$ cat config.mk
export PLATFORM = sky130hd
export DESIGN_NAME = rf_wb_arbiter
export DESIGN_NICKNAME = d
export VERILOG_FILES = /design/src/rtl/rf_wb_arbiter.sv
export SDC_FILE = /design/constraint.sdc
export NUM_CORES = 1
export LEC_CHECK = 0
export BUFFER_PORTS_ARGS = -buffer_cell sky130_fd_sc_hd__buf_2
export CORE_MARGIN = 3
export CORE_UTILIZATION = 25
export DETAILED_ROUTE_END_ITERATION = 10
export GPL_TIMING_DRIVEN = 0
export MAX_ROUTING_LAYER = met4
export PLACE_DENSITY = 0.53
export SLEW_MARGIN = 10
export SYNTH_ARGS = -nofsm -noshare
export SYNTH_HDL_FRONTEND = slang
export SYNTH_SLANG_ARGS = --single-unit
$ cat constraint.sdc
create_clock -name clk -period 2.8 [get_ports clk]
set_input_delay 0.42 -clock clk [delete_from_list [all_inputs] [get_ports clk]]
set_output_delay 0.42 -clock clk [all_outputs]
set_load 0.005 [all_outputs]
$ cat src/rtl/rf_wb_arbiter.sv
// Round-robin write-back arbiter feeding the single register-file write port.
// Optional contention counter stall_cnt_o is built when RF_WB_ARB_STATS_EN is defined.
module rf_wb_arbiter #(
    parameter  int NUM_REQ = 3,
    localparam int PTR_W   = $clog2(NUM_REQ)
) (
    input  logic                    clk,
    input  logic                    rst_n,
    input  logic                    flush_i,
    input  logic [NUM_REQ-1:0]      req_valid_i,
    input  logic [NUM_REQ*5-1:0]    req_addr_i,
    input  logic [NUM_REQ*32-1:0]   req_data_i,
    output logic [NUM_REQ-1:0]      req_ready_o,
    output logic                    reg_write_en_o,
    output logic [4:0]              rd_addr_o,
    output logic [31:0]             rd_data_o
`ifdef RF_WB_ARB_STATS_EN
   ,output logic [31:0]             stall_cnt_o
`endif
);

    logic [PTR_W-1:0]   ptr;
    logic [PTR_W-1:0]   gnt_idx;
    logic [PTR_W-1:0]   ptr_nxt;
    logic               gnt_any;
    logic [NUM_REQ-1:0] ready;
    logic [4:0]         gnt_addr;
    logic [31:0]        gnt_data;

    // Scan from ptr upward with wrap; first valid requester wins.
    always_comb begin
        int j;
        logic [PTR_W-1:0] idx;
        gnt_any = 1'b0;
        gnt_idx = '0;
        ready   = '0;
        j       = 0;
        idx     = '0;
        if (!flush_i) begin
            for (int k = 0; k < NUM_REQ; k++) begin
                j = int'(ptr) + k;
                if (j >= NUM_REQ)
                    j = j - NUM_REQ;
                idx = PTR_W'(j);
                if (!gnt_any && req_valid_i[idx]) begin
                    gnt_any = 1'b1;
                    gnt_idx = idx;
                end
            end
        end
        if (gnt_any)
            ready[gnt_idx] = 1'b1;
    end

    assign req_ready_o = rst_n ? ready : '0;
    assign gnt_addr    = req_addr_i[5*gnt_idx +: 5];
    assign gnt_data    = req_data_i[32*gnt_idx +: 32];
    assign ptr_nxt     = (gnt_idx == PTR_W'(NUM_REQ-1)) ?
                         '0 : gnt_idx + PTR_W'(1);

    always_ff @(posedge clk or negedge rst_n) begin
        if (!rst_n) begin
            ptr            <= '0;
            reg_write_en_o <= 1'b0;
            rd_addr_o      <= '0;
            rd_data_o      <= '0;
        end else if (gnt_any) begin
            ptr            <= ptr_nxt;
            reg_write_en_o <= |gnt_addr;
            rd_addr_o      <= gnt_addr;
            rd_data_o      <= gnt_data;
        end else begin
            reg_write_en_o <= 1'b0;
        end
    end

`ifdef RF_WB_ARB_STATS_EN
    logic contended;

    // More than one bit set means at least one valid requester lost.
    assign contended = |(req_valid_i & (req_valid_i - NUM_REQ'(1)));

    always_ff @(posedge clk or negedge rst_n) begin
        if (!rst_n)
            stall_cnt_o <= '0;
        else if (!flush_i && contended && stall_cnt_o != 32'hFFFF_FFFF)
            stall_cnt_o <= stall_cnt_o + 32'd1;
    end
`endif

endmodule

# After elaboration in Yosys (flattened, before gate mapping)
# Cells that the tools add are included.
# totals
wordCells,56
memories,0
regBits,40
ram_bits,0
in_bits,117
rom_bits,0
output_inout_bits,41
latch_bits,0
# classes
n_addsub,6
eq_ne,1
n_reduce_logical,6
order_cmp,8
mul,1
n_bitwise,0
shift,2
muxes,28
div_mod_pow,0
# op_table
cell,count
96-bit by 8-bit indexed part select with 32-bit output,1
2-bit two-way mux,11
15-bit by 6-bit indexed part select with 5-bit output,1
2-bit by 3-bit < comparator with 1-bit output (second input constant),4
1-bit two-way mux,11
1-bit binary-select mux with 2-bit select,3
3-bit by 2-bit greater-or-equal comparator with 1-bit output (second input constant),2
3-bit two-way mux,2
2-bit subtractor (second input constant),3
3-bit by 2-bit multiplier with 5-bit output (first input constant),1
5-bit OR reduction,1
2-bit by 1-bit adder with 3-bit output (second input constant),1
2-bit by 2-bit adder with 3-bit output (second input constant),1
1-bit logical AND,3
2-bit by 1-bit adder with 2-bit output (second input constant),1
1-bit demux with 2-bit select,1
2-bit == test (second input constant),1
2-bit by 1-bit greater-or-equal comparator with 1-bit output (second input constant),1
2-bit greater-or-equal comparator (second input constant),1
1-bit logical NOT,2

# Depth between registers and ports, before layout
# logic_depth
depth_word,21
depth_mapped,9
depth_no_buf,7

# Worst setup path after synthesis
# No wires, ideal clock.
# synth_timing
path_type,reg2out
startpoint,register ptr[0]
endpoint,output port req_ready_o[1]
n_path_buf,1
required_ns,2.380
stages_incl_launch_ff,8
t_arrival_ns,1.979
path_slack_ns,0.401
path_cell_list,dfrtp_1 -> inv_1 -> ha_1 -> nor2_1 -> o31ai_1 -> a2111oi_0 -> clkbuf_1 -> and3_1
# synth_between
elab_chain_len,21
word_cells_on_any_way,41
cone_classes,5 x add/sub; 5 x order compare; 26 x mux; 5 x reduce/logical
# synth_lines
item,line,text
from (decl),22,logic [PTR_W-1:0] ptr;
from (signal assigned),68,ptr <= ptr_nxt;
"parallel branches: the longest is 19 deep, another holds 2-bit by 1-bit adder with 3-bit output",--,
3-bit two-way mux *,51,if (gnt_any)
3-bit two-way mux *,55,assign req_ready_o = rst_n ? ready : '0;
to (decl),13,"output logic [NUM_REQ-1:0] req_ready_o,"
# Every way passes the cells marked *. The select of a mux whose other input is x is not followed.

# Final worst setup path
# layout_timing
startpoint,register ptr[0]
endpoint,output port req_ready_o[0]
# The elaborated chain is that of the path after synthesis.

==> reports/metrics.yaml <==
outcome:
  outcome: "complete, no violations"
sta:
  tightest_slew_ns: 0.9435
  slew_headroom: 0.3710
  setup-violations-final: 0
  finalMaxSlewViolations: 0
  skew_ns: 0.003322
  hold_ws_ns: 0.2660
  final.min_clock_period_ns: 2.723
  hold_viol: 0
  finalCritPeriodShare: 0.9726
  max_freq_mhz: 367.2
global_routing:
  grt_pass1_wl_um: 12480
  grt_pass1_vias: 2434
  grtUsageMet3: 0.04235
  antenna_found_initial: 0
  gr-total-overflow: 0
  grt_max_degree: 44
  grt_use_met1: 0.2153
  grtUsageMet2: 0.2667
  busiest_layer: "met2"
  track_usage: 0.1667
critical_path:
  r2r_setup_slack_ns: 0.32
  critical_path.cell_chain: "inv_2, ha_4, nand2_4, a211oi_4, a2111o_1, nor3_2, buf_6, and2_4, buf_6"
  cp_data_arrival_time_ns: 2.30
  cp_max_fo: 6
  slowest_stage: "a2111o_1"
  critPathKind: "reg2out"
  slowest_delay_ns: 0.46
  worst_path_most_repeated_cell: "buf_6"
  crit_buf_inv: 3
  end_kind: "output pin"
  crit_family: "compound AO/OA/AOI/OAI gates"
  start_kind: "flop"
  crit_required_ns: 2.38
detailed_routing:
  wl_per_cell_um: 16.60
  final_antenna_net_count: 0
  num_vias: 2376
  avgViaCountPerCell: 5.013
  drt_first_iter_violations: 37
  drc: 0
  first_pass_iters: 4
  wl_um: 7870
placement:
  dp_cells: 458
  io_buffers: 157
  place_hpwl_um: 5948
  place_area_mm2: 0.003014
  place_congestion: 0.8719
logic_synthesis:
  synth.most_common_cell: "dfrtp_1"
  synth_commonest_cells: "dfrtp_1, nor2_1, a221oi_1, o2bb2ai_1"
  yosysWarnings: 0
  synth_area_leaders: "dfrtp_1, a221oi_1, o2bb2ai_1, nor2_1, a221o_1"
  ys_seq_area_frac: 0.4765
  synth-edff-count: 0
  async_flop_share: 1.000
  synth_area_mm2: 0.002101
  synth_top_area_share: 0.4765
  syn_avg_cell_area_um2: 10.56
  synth_flop_cell: "dfrtp_1"
  synth_top_cell_by_area: "dfrtp_1"
  yosys.cell_types.count: 32
  ys_ff_latch: 40
  synth_nets: 318
  netlist_instances: 199
die:
  rows: 32
  die-area_mm2: 0.009539
  fp.dieH_um: 97.67
  die_x_um: 97.67
  core-area_mm2: 0.007928
  start_util: 0.2650
  ioPinCount: 158
cts:
  numCtsBuffers: 5
  clk_pin_slew_ns: 0.08
  cts_tree: "built"
  clk_path_buf_depth: 2
  cts_max_level: 2
  cts_sinks: 40
  insertion_delay_ns: 0.29
  root_buffer: "clkbuf_8"
min_path:
  hold_path.class: "in2async"
run:
  cap_violations: 0
cells_and_area:
  diodes: 0
  finish.net_count: 490
  stdcell_count: 474
  fin_util: 0.4156
  area_growth_pct: 56.82
  n_fill_cell: 818
  final_area_mm2: 0.003294
  final_layout_size_suffix_gt1_frac: 0.5323
power:
  power_density_mw_per_mm2: 1021
  ir_worst_vdd_mv: 0.4448
  p_leak_nw: 1.571
-- path summary, 6_finish.rpt --
kind,startpoint,to,depth (start not counted)
setup / recovery,ptr[0],req_ready_o[0],9
hold / removal,rst_n,rd_data_o[4],1
min in group clk,req_data_i[10],rd_data_o[10],2
max in group asynchronous,rst_n,rd_data_o[25],1
hold reg to reg,rd_data_o[24],rd_data_o[24],2
setup reg to reg,ptr[0],rd_data_o[15],11
-- routing by layer --
metal | up-vias | routed length [µm]
li1 | 1146 | -
met1 | 1110 | 3593
met5 | - | 0
met2 | 114 | 3544
met4 | 0 | 57
met3 | 6 | 674
-- power breakdown --
| part | internal, mW | switching (mW) |
|---|---|---|
| clock network | 0.201 | 0.202 |
| registers | 0.875 | 0.160 |
| logic | 0.932 | 0.994 |
-- cells in the final DEF (no fill, tap or decap), types with 2 or more instances in the layout --
master and instances:
nor2b_1 2, ha_4 2, dfrtp_1 40, clkbuf_8 7, and3_1 2, buf_4 10
nor2_1 30, o31ai_4 2, inv_1 2, a22o_1 10, or4_1 2, a221oi_1 27
buf_2 163, o21ai_0 5, nor2_4 2, o2bb2ai_1 27, buf_6 2, a221o_1 10
clkbuf_1 7
-- flip-flops by register name, indices dropped and copies added (netlist names) --
name and flops:
rd_addr_o 5, rd_data_o 32, reg_write_en_o 1, ptr 2
-- timing repair --
action,in CTS,in global routing
pin swaps,2,7
hold buffers,0,0
endpoints found under the setup margin,3,3
setup buffers,3,5
gates resized for setup,11,20
-- logic make-up after synthesis --
family                     count (synthesis)  share of synthesized area
and+or+nand+nor                           46                     0.1001
adders and majority gates                  2                    0.01191
DFF                                       40                     0.4765
buffers and inverters                     21                    0.04526
AOI/OAI and AO/OA                         90                     0.3663
-- final cells by class --
type | count | area, µm² | area share
Sequential cell | 40 | 1001 | 0.3038
Multi-Input combinational cell | 138 | 1110 | 0.3369
Buffer | 18 | 102.6 | 0.03114
Tap cell | 102 | 127.6 | 0.03874
Inverter | 3 | 11.26 | 0.003418
Timing Repair Buffer | 165 | 852.1 | 0.2586
Clock buffer | 8 | 90.09 | 0.02735
-- per-stage QoR --
step | setup slack (ns) | TNS, ns | power [mW]
after global routing | -0.04101 | -0.04281 | 3.666
after CTS | 0.03499 | 0 | 3.212
after floorplan | 0.4010 | 0 | 2.010
final | 0.07671 | 0 | 3.364
after global placement | -0.3006 | -0.6010 | 2.690
after detailed placement | -0.2380 | -0.4751 | 2.705
-- worst reg2reg max path, delay by kind of cell (launching register included) --
| kind | cells | cell delay [ns] |
|---|---|---|
| AOI/OAI and AO/OA | 3 | 0.68 |
| adders and majority gates | 1 | 0.33 |
| buffers and inverters | 5 | 0.64 |
| DFF | 1 | 0.43 |
| and+or+nand+nor | 2 | 0.28 |
(Power assumes the default switching activity.)
